$ cat src/rtl/pio_uart_rx_ctrl.sv
// Receive-side PIO controller: loads the uart_rx program and config, then drains SM0's RX FIFO
// one byte at a time and checks the received stream against an expected message.
module pio_uart_rx_ctrl #(
    // Word i of the program image sits at bits [16*i +: 16]; entry i of the config at [36*i +: 36].
    parameter logic [511:0]         PROG_IMAGE = {{27{16'h0000}}, 16'h8020, 16'h0642, 16'h4001,
                                                  16'hea27, 16'h2020},
    parameter logic [1151:0]        CONF_IMAGE = {{27{36'h0}}, 36'h7_0000_0001, 36'h6_0000_0000,
                                                  36'h4_0000_0001, 36'h3_0000_0000,
                                                  36'h2_0000_00d9},
    parameter int unsigned          CONF_LEN   = 5,
    parameter int unsigned          MSG_LEN    = 13,
    parameter logic [MSG_LEN*8-1:0] MSG        = "Hello World!\n",
    parameter int unsigned          BYTE_LSB   = 24
) (
    input  logic        clk_25mhz,
    input  logic        reset,
    input  logic [3:0]  rx_empty,
    input  logic [31:0] dout,
    output logic [31:0] din,
    output logic [4:0]  index,
    output logic [3:0]  action,
    output logic [1:0]  mindex,
    output logic        loaded,
    output logic [7:0]  rx_data,
    output logic        rx_valid,
    output logic [7:0]  msg_count,
    output logic [7:0]  err_count
);

    localparam logic [3:0] ActNone  = 4'd0;
    localparam logic [3:0] ActInstr = 4'd1;
    localparam logic [3:0] ActPull  = 4'd5;
    localparam logic [5:0] ConfLen  = 6'(CONF_LEN);
    localparam logic [4:0] LastPtr  = 5'(MSG_LEN - 1);

    typedef enum logic [2:0] {
        StLoadProg,
        StLoadConf,
        StIdle,
        StPull,
        StCapture
    } state_e;

    state_e state_q, state_d;

    logic [4:0]  pindex_q, pindex_d;
    logic [5:0]  cindex_q, cindex_d;
    logic [4:0]  ptr_q, ptr_d;
    logic [31:0] din_q, din_d;
    logic [4:0]  index_q, index_d;
    logic [3:0]  action_q, action_d;
    logic        loaded_q, loaded_d;
    logic [7:0]  rx_data_q, rx_data_d;
    logic        rx_valid_q, rx_valid_d;
    logic [7:0]  msg_count_q, msg_count_d;
    logic [7:0]  err_count_q, err_count_d;

    logic [15:0] prog_rom  [32];
    logic [35:0] conf_rom  [32];
    logic [7:0]  msg_chars [32];
    logic [35:0] conf_word;
    logic [7:0]  rx_byte;
    logic [7:0]  exp_char;
    logic        unused_inputs;

    for (genvar i = 0; i < 32; i++) begin : g_rom
        assign prog_rom[i] = PROG_IMAGE[i*16 +: 16];
        assign conf_rom[i] = CONF_IMAGE[i*36 +: 36];
        if (i < MSG_LEN) begin : g_msg
            assign msg_chars[i] = MSG[(MSG_LEN-1-i)*8 +: 8];
        end else begin : g_pad
            assign msg_chars[i] = 8'h00;
        end
    end

    assign conf_word     = conf_rom[cindex_q[4:0]];
    assign rx_byte       = dout[BYTE_LSB +: 8];
    assign exp_char      = msg_chars[ptr_q];
    assign unused_inputs = ^{rx_empty[3:1], dout};

    always_ff @(posedge clk_25mhz) begin
        if (reset) begin
            state_q     <= StLoadProg;
            pindex_q    <= '0;
            cindex_q    <= '0;
            ptr_q       <= '0;
            din_q       <= '0;
            index_q     <= '0;
            action_q    <= ActNone;
            loaded_q    <= 1'b0;
            rx_data_q   <= '0;
            rx_valid_q  <= 1'b0;
            msg_count_q <= '0;
            err_count_q <= '0;
        end else begin
            state_q     <= state_d;
            pindex_q    <= pindex_d;
            cindex_q    <= cindex_d;
            ptr_q       <= ptr_d;
            din_q       <= din_d;
            index_q     <= index_d;
            action_q    <= action_d;
            loaded_q    <= loaded_d;
            rx_data_q   <= rx_data_d;
            rx_valid_q  <= rx_valid_d;
            msg_count_q <= msg_count_d;
            err_count_q <= err_count_d;
        end
    end

    always_comb begin
        state_d = state_q;
        case (state_q)
            StLoadProg: if (pindex_q == 5'd31) state_d = StLoadConf;
            StLoadConf: if (cindex_q >= ConfLen) state_d = StIdle;
            StIdle:     if (!rx_empty[0]) state_d = StPull;
            StPull:     state_d = StCapture;
            StCapture:  state_d = StIdle;
            default:    state_d = StLoadProg;
        endcase
    end

    // Outputs are registered, so the PULL strobe is launched on the IDLE->PULL transition and
    // is visible while in PULL; dout then lands while in CAPTURE.
    always_comb begin
        pindex_d    = pindex_q;
        cindex_d    = cindex_q;
        ptr_d       = ptr_q;
        din_d       = din_q;
        index_d     = index_q;
        action_d    = ActNone;
        loaded_d    = loaded_q;
        rx_data_d   = rx_data_q;
        rx_valid_d  = 1'b0;
        msg_count_d = msg_count_q;
        err_count_d = err_count_q;
        case (state_q)
            StLoadProg: begin
                action_d = ActInstr;
                index_d  = pindex_q;
                din_d    = {16'h0000, prog_rom[pindex_q]};
                pindex_d = pindex_q + 5'd1;
            end
            StLoadConf: begin
                if (cindex_q < ConfLen) begin
                    action_d = conf_word[35:32];
                    index_d  = cindex_q[4:0];
                    din_d    = conf_word[31:0];
                    cindex_d = cindex_q + 6'd1;
                end else begin
                    loaded_d = 1'b1;
                end
            end
            StIdle: begin
                if (!rx_empty[0]) action_d = ActPull;
            end
            StCapture: begin
                rx_data_d  = rx_byte;
                rx_valid_d = 1'b1;
                if (rx_byte == exp_char) begin
                    if (ptr_q == LastPtr) begin
                        ptr_d = 5'd0;
                        if (msg_count_q != 8'hff) msg_count_d = msg_count_q + 8'd1;
                    end else begin
                        ptr_d = ptr_q + 5'd1;
                    end
                end else begin
                    if (err_count_q != 8'hff) err_count_d = err_count_q + 8'd1;
                    // A mismatching byte may itself start a new message.
                    ptr_d = (rx_byte == msg_chars[0]) ? 5'd1 : 5'd0;
                end
            end
            default: ;
        endcase
    end

    assign din       = din_q;
    assign index     = index_q;
    assign action    = action_q;
    assign mindex    = 2'b00;
    assign loaded    = loaded_q;
    assign rx_data   = rx_data_q;
    assign rx_valid  = rx_valid_q;
    assign msg_count = msg_count_q;
    assign err_count = err_count_q;

endmodule

$ cat config.mk
export PLATFORM = sky130hd
export DESIGN_NAME = pio_uart_rx_ctrl
export DESIGN_NICKNAME = d
export VERILOG_FILES = /design/src/rtl/pio_uart_rx_ctrl.sv
export SDC_FILE = /design/constraint.sdc
export NUM_CORES = 1
export LEC_CHECK = 0
export ABC_AREA = 1
export BUFFER_PORTS_ARGS = -buffer_cell sky130_fd_sc_hd__buf_2
export CAP_MARGIN = 40
export CORE_ASPECT_RATIO = 0.7
export CORE_MARGIN = 4
export CORE_UTILIZATION = 48
export DETAILED_ROUTE_END_ITERATION = 16
export PLACE_DENSITY_LB_ADDON = 0.3
export SLEW_MARGIN = 0
export SYNTH_ARGS = -nofsm -noshare
export SYNTH_HDL_FRONTEND = slang
export SYNTH_SLANG_ARGS = --single-unit
$ cat constraint.sdc
create_clock -name clk_25mhz -period 2 [get_ports clk_25mhz]
set_input_delay 0.4 -clock clk_25mhz [delete_from_list [all_inputs] [get_ports clk_25mhz]]
set_output_delay 0.4 -clock clk_25mhz [all_outputs]
set_load 0.01 [all_outputs]
Word level (Yosys, flattened, before mapping)
Memories as Yosys holds them, arrays and structs flattened.
Index checks and enable logic that the tools add are counted.
Widths: inputs -> output; s select.
{"block": "classes", "addsub": 5, "multipliers": 0, "div": 0, "n_lt_le_gt_ge": 5, "n_eq_ne": 14, "n_shift": 0, "muxes": 21, "bitwise_logic": 5, "n_reduce_logical": 8}
{"operator": "$mux 36", "count": 2}
{"operator": "$pmux 32 s2", "count": 1}
{"operator": "$mux 16", "count": 2}
{"operator": "$mux 32", "count": 1}
{"operator": "$ge 6x6->1 const B", "count": 3}
{"operator": "$not 5->6", "count": 3}
{"operator": "$add 8x1->8 const B", "count": 2}
{"operator": "$mux 8", "count": 2}
{"operator": "$ne 8x8->1 const B", "count": 2}
{"operator": "$mux 5", "count": 3}
{"operator": "$pmux 3 s5", "count": 1}
{"operator": "$mux 3", "count": 4}
{"operator": "$pmux 4 s3", "count": 1}
{"operator": "$add 5x1->5 const B", "count": 2}
{"operator": "$pmux 5 s2", "count": 1}
{"operator": "$eq 8x7->1 const B", "count": 1}
{"operator": "$eq 8x8->1", "count": 1}
{"operator": "$ne 2x2->1 const B", "count": 4}
{"operator": "$add 6x1->6 const B", "count": 1}
{"operator": "$eq 3x2->1 const B", "count": 2}
{"operator": "$ge 6x3->1 const B", "count": 1}
{"operator": "$lt 6x3->1 const B", "count": 1}
{"operator": "$reduce_and 2->1", "count": 3}
{"operator": "$reduce_and 3->1", "count": 2}
{"operator": "10 further kinds", "count": 12}
{"block": "totals", "regBits": 86, "latch_bits": 0, "ramBits": 0, "romBits": 1920, "inputBits": 38, "out_inout_bits": 69, "elab_cells": 73, "memories": 3}
{"memory": "(name not given)", "depth": 32, "word_bits": 36, "rd": 1, "rd_ports_with_merged_regs": 0, "write_ports": 0, "line": "76", "rtl": "assign conf_word = conf_rom[cindex_q[4:0]];"}
{"memory": "(name not given)", "depth": 32, "word_bits": 16, "rd": 1, "rd_ports_with_merged_regs": 0, "write_ports": 0, "line": "141", "rtl": "din_d = {16'h0000, prog_rom[pindex_q]};"}
{"memory": "(name not given)", "depth": 32, "word_bits": 8, "rd": 1, "rd_ports_with_merged_regs": 0, "write_ports": 0, "line": "78", "rtl": "assign exp_char = msg_chars[ptr_q];"}

Longest topological paths before layout
{"block": "logic_depth", "ltp_word": 7, "mapped_depth": 15, "depth_no_buf": 15}

Least setup slack after synthesis
OpenSTA, ideal clock, no wires.
{"block": "synth_timing", "path_type": "flip-flop to flip-flop", "startpoint": "register ptr_q[0]", "endpoint": "register err_count_q[4] (netlist: err_count[4])", "setup_time_ns": 0.128, "arrival_time_ns": 1.806, "required_ns": 1.872, "path_slack_ns": 0.067, "stages_incl_launch_ff": 16, "cell_sequence": "dfxtp_1 > inv_1 > ha_1 > inv_1 > nand2_1 > nand3_1 > nand3_1 > nand2_1 > nand2_1 > nor2_2 > nand3_4 > buf_6 > nand3_1 > nand2_1 > nand2_1 > nor2_1"}
{"block": "synth_via", "elab_chain_cells": 7}
{"item": "from (decl)", "line": "48", "rtl": "logic [4:0] ptr_q, ptr_d;"}
{"item": "from (signal assigned)", "line": "99", "rtl": "ptr_q <= ptr_d;"}
{"item": "$not 5->6 (implied by the code)", "line": "78"}
{"item": "$mem_v2 32x8"}
{"item": "$mux 8 (implied by the code) (2 in series)", "line": "78"}
{"item": "$eq 8x8->1", "line": "160", "rtl": "if (rx_byte == exp_char) begin"}
{"item": "$not 1->1 (no line)"}
{"item": "$reduce_and 3->1 (no line)"}
{"item": "to (signal assigned)", "line": "107", "rtl": "err_count_q <= err_count_d;"}
{"item": "to (decl)", "line": "56", "rtl": "logic [7:0] err_count_q, err_count_d;"}
Every way passes these cells. The select of a mux whose other input is x is not followed.
A chain may end at the register's enable or synchronous reset.

Worst setup path after layout
{"block": "layout_timing", "startpoint": "register ptr_q[0]", "endpoint": "register msg_count_q[6] (netlist: msg_count[6])"}
{"block": "layout_via", "elab_chain_cells": 6}
{"item": "$not 5->6 (implied by the code)", "line": "78"}
{"item": "$mem_v2 32x8"}
{"item": "$mux 8 (implied by the code) (2 in series)", "line": "78"}
{"item": "$eq 8x8->1", "line": "160"}
{"item": "$reduce_and 4->1 (no line) *"}
{"item": "to (signal assigned)", "line": "106", "rtl": "msg_count_q <= msg_count_d;"}
{"item": "to (decl)", "line": "55", "rtl": "logic [7:0] msg_count_q, msg_count_d;"}
Mark *: on every way between the ends. The rest lies on a longest branch, timed or not. The select of a mux whose other input is x is not followed.

==> results.md <==
- Run status: complete, no violations
- Worst Path Class, Setup: register to register
- DPL Wire Length: 6650 µm
- Die Wd: 114 µm
- Final TNS setup: 0 ps
- TritonCTS clock tree: yes
- Peak supply drop: 0.454 mV
- H-Tree Depth: 3
- Post-route clock period utilization: 98.3%
- Proportion of layout cells with a drive suffix above 1: 27.5%
- Antenna fix cells: 0
- Final-layout fill cell count: 692
- Setup violations, final: 0
- First-pass GRT wire length: 15800 µm
- Post-DRT Antenna Nets: 0
- P_sw: 1.51 mW
- Unrepaired setup endpoints after global routing: true
- Number of vias per cell after detailed routing: 5.14
- Initial antenna violation count: 0
- TritonCTS Buffers: 9
- Endpoint required time on the critical path: 2200 ps
- Share of synthesized area occupied by flip-flops and latches: 33.3%
- Area contributors post-synth: sky130_fd_sc_hd__dfxtp_1, sky130_fd_sc_hd__nand2_1, sky130_fd_sc_hd__inv_1
- Global route total overflow: 0
- Total wirelength of the detailed-routed design: 9610 µm
- Final Skew: 5.89 ps
- Row count: 26
- Residual DRC: 0
- Vias in the first global route: 3490
- Sequential fraction of design power: 36.9%
- Pwr dens: 939 nW/µm²
- Final core utilization: 61.6%
- 1st-pass router iterations: 5
- Internal Dissipation: 2.82 mW
- Leakage power of the design: 2.24 nW
- Final RePlAce weighted congestion: 0.881
- Clock root buffer master: sky130_fd_sc_hd__clkbuf_16
- Share of power burned in the clock network: 32.3%
- Routed length per instance: 13.5 µm
- Effective utilization at floorplan: 50.6%
- Setup slack after layout: 34.1 ps
- Flip-flop and latch count after synthesis: 63
- Cell count after synthesis: 538
- Die Span Y: 82.3 µm
- Post-synth top area cell: sky130_fd_sc_hd__dfxtp_1
- Maximum number of pins on one net before global-route repair: 37
- Worst slack, placed: -79.9 ps
- Clock Sink Count: 63
- Hold slack: 396 ps
- Signal arrival time at the worst endpoint: 2160 ps
- Highest clock frequency the design can meet: 0.509 GHz
- Max-cap violations: 0
- Cell area after synthesis: 3780 µm²
- Number of distinct library cell variants in the gate-level netlist after synthesis: 39
- Number of enable flip-flop cells after synthesis: 0
- Logic gate share of total power: 30.8%
- Final number of hold-violating endpoints: 0
- Post-synth ARST share: 0%
- Sort of element at the start of the critical path: register
- Std-Cell Core Area: 7480 µm²
- Ys flop type: sky130_fd_sc_hd__dfxtp_1
- Number of nets in the finished design: 670
- Total of warnings raised by yosys: 0
- Clock latency on the worst-skew pair: 320 ps
- Maximum clock path buffer count: 2
- Synth-to-Final Area Change: 21.7%
- Detailed Route Iter0 Violations: 222
- Mean instance size in the synthesized netlist: 7.04 µm²
- Fraction of post-synthesis cell area in the top cell type by area: 33.3%
- Number of top-level design ports: 107
- Fraction of power spent switching nets: 34.9%
- Maximum fanout count along the critical path: 7
- Critical path endpoint category: register
- Total vias in the final route: 3668
- Clock-pin transition on the worst setup and hold timing paths: 50 ps
- Post-CTS Hold Buffers: 0
- Time the final worst path needs with I/O delays and setup: 1970 ps
- Max-slew violation count: 0
- Path category of the worst min-delay check: primary input to register
- Die area: 9390 µm²
- Number of buffers inserted by port buffering: 58
- GRT Overall Usage: 20.8%
- Tot Pwr: 4.33 mW
synthesized netlist by cell type, types with 3 or more instances:
master / number
sky130_fd_sc_hd__nand2_1: 108
sky130_fd_sc_hd__inv_1: 67
sky130_fd_sc_hd__dfxtp_1: 63
sky130_fd_sc_hd__nor2_1: 57
sky130_fd_sc_hd__a21oi_1: 32
sky130_fd_sc_hd__nand3_1: 29
sky130_fd_sc_hd__o21ai_0: 29
sky130_fd_sc_hd__buf_4: 25
sky130_fd_sc_hd__ha_1: 20
sky130_fd_sc_hd__nand4_1: 19
sky130_fd_sc_hd__nor3_1: 10
sky130_fd_sc_hd__a31oi_1: 8
sky130_fd_sc_hd__inv_2: 8
sky130_fd_sc_hd__nor2_2: 7
sky130_fd_sc_hd__clkbuf_1: 5
sky130_fd_sc_hd__nand2_2: 5
sky130_fd_sc_hd__nand3_2: 5
sky130_fd_sc_hd__buf_2: 4
sky130_fd_sc_hd__nor2_4: 4
sky130_fd_sc_hd__o211ai_1: 4
sky130_fd_sc_hd__clkbuf_8: 3
cell families after synthesis:
family                     Yosys count  synth area share [%]
DFF                                 63                  33.3
AOI/OAI and AO/OA                   77                  11.0
and+or+nand+nor                    258                  32.9
buffers and inverters              116                  15.4
adders and majority gates           20                  6.61
other                                1                0.0991
xor gates and xnor gates             3                 0.694
repair_timing:
| action | 4_1_cts | 5_1_grt |
|---|---|---|
| pin swaps | 4 | 18 |
| gates resized for setup | 7 | 40 |
| setup buffers | 3 | 1 |
| endpoints found under the setup margin | 20 | 22 |
| cloned | 1 | 0 |
per-stage QoR:
stage,area [µm²],instances
2_1_floorplan,3860,558
3_3_place_gp,4140,694
3_5_place_dp,4140,694
4_1_cts,4460,712
5_1_grt,4610,713
6_report,4610,713
critical path, cell delays in order (launching register included):
cell and delay [ps]:
sky130_fd_sc_hd__dfxtp_4 360, sky130_fd_sc_hd__buf_6 130, sky130_fd_sc_hd__ha_4 160, sky130_fd_sc_hd__nand2_2 60, sky130_fd_sc_hd__nand2_2 60, sky130_fd_sc_hd__nor2_4 150
sky130_fd_sc_hd__inv_2 60, sky130_fd_sc_hd__nand2_2 60, sky130_fd_sc_hd__nand3_2 70, sky130_fd_sc_hd__nor2_4 210, sky130_fd_sc_hd__nand2_4 80, sky130_fd_sc_hd__nor2_4 200
sky130_fd_sc_hd__nand4_1 110, sky130_fd_sc_hd__nand2_1 90, sky130_fd_sc_hd__nor2_1 40
power groups by stage:
stage	Sequential (mW)	Clock (mW)	Combinational, mW
global placement	1.62	0	1.26
global route	1.63	1.49	1.51
detailed placement	1.62	0	1.30
floorplan	1.66	0	0.886
CTS	1.60	1.42	1.32
finish	1.60	1.40	1.33
cells in the final DEF, fill, tap and decap left out, drive strengths merged:
master and instances:
clkbuf 13, o21a 1, xor2 2, nand4 21, conb 21, o211ai 4, and2 2, dfxtp 63
ha 20, clkinv 1, a211oi 2, o21ai 29, nor3 13, xnor2 1, nor4 2, a31oi 8
inv 76, nand2 115, nor2 68, buf 82, a21oi 33, and3 2, nand3 36
layer usage:
layer	vias to the layer above	part of all wire [%]	wire length [µm]	track usage, %
met1	1662	48	4570	27.8
met3	20	6.4	614	5.83
li1	1847	-	-	-
met5	-	0	0	0
met2	139	45	4300	32.7
met4	0	1.4	131	6.88
final cells by class:
| cell class | instances | area, µm² | share of cell area [%] |
|---|---|---|---|
| multi-input cells | 380 | 2180 | 47.3 |
| flip-flops and latches | 63 | 1270 | 27.6 |
| repair buffers | 82 | 478 | 10.4 |
| inverters | 76 | 293 | 6.36 |
| clock buffers | 13 | 260 | 5.65 |
| well taps | 98 | 123 | 2.66 |
| clock inverters | 1 | 5.00 | 0.109 |
sequential cells by signal (all words and copies together), names as in the netlist:
| register | cells |
|---|---|
| action | 3 |
| cindex_q | 6 |
| din | 10 |
| err_count | 8 |
| index | 5 |
| loaded | 1 |
| msg_count | 8 |
| pindex_q | 5 |
| ptr_q | 5 |
| rx_data | 8 |
| rx_valid | 1 |
| state_q | 3 |
worst paths after layout:
path                            start                         to  slack [ps]  cells after the start
min                          dout[31]    rx_data[7]$_SDFFE_PP0P_         400                      3
min reg2reg  cindex_q[5]$_SDFFE_PP0P_   cindex_q[5]$_SDFFE_PP0P_         440                      2
max             ptr_q[0]$_SDFFE_PP0P_  msg_count[6]$_SDFFE_PP0P_          30                     14
max reg2reg     ptr_q[0]$_SDFFE_PP0P_  msg_count[6]$_SDFFE_PP0P_          30                     14
Note: power is estimated with default switching activity, not from simulation.
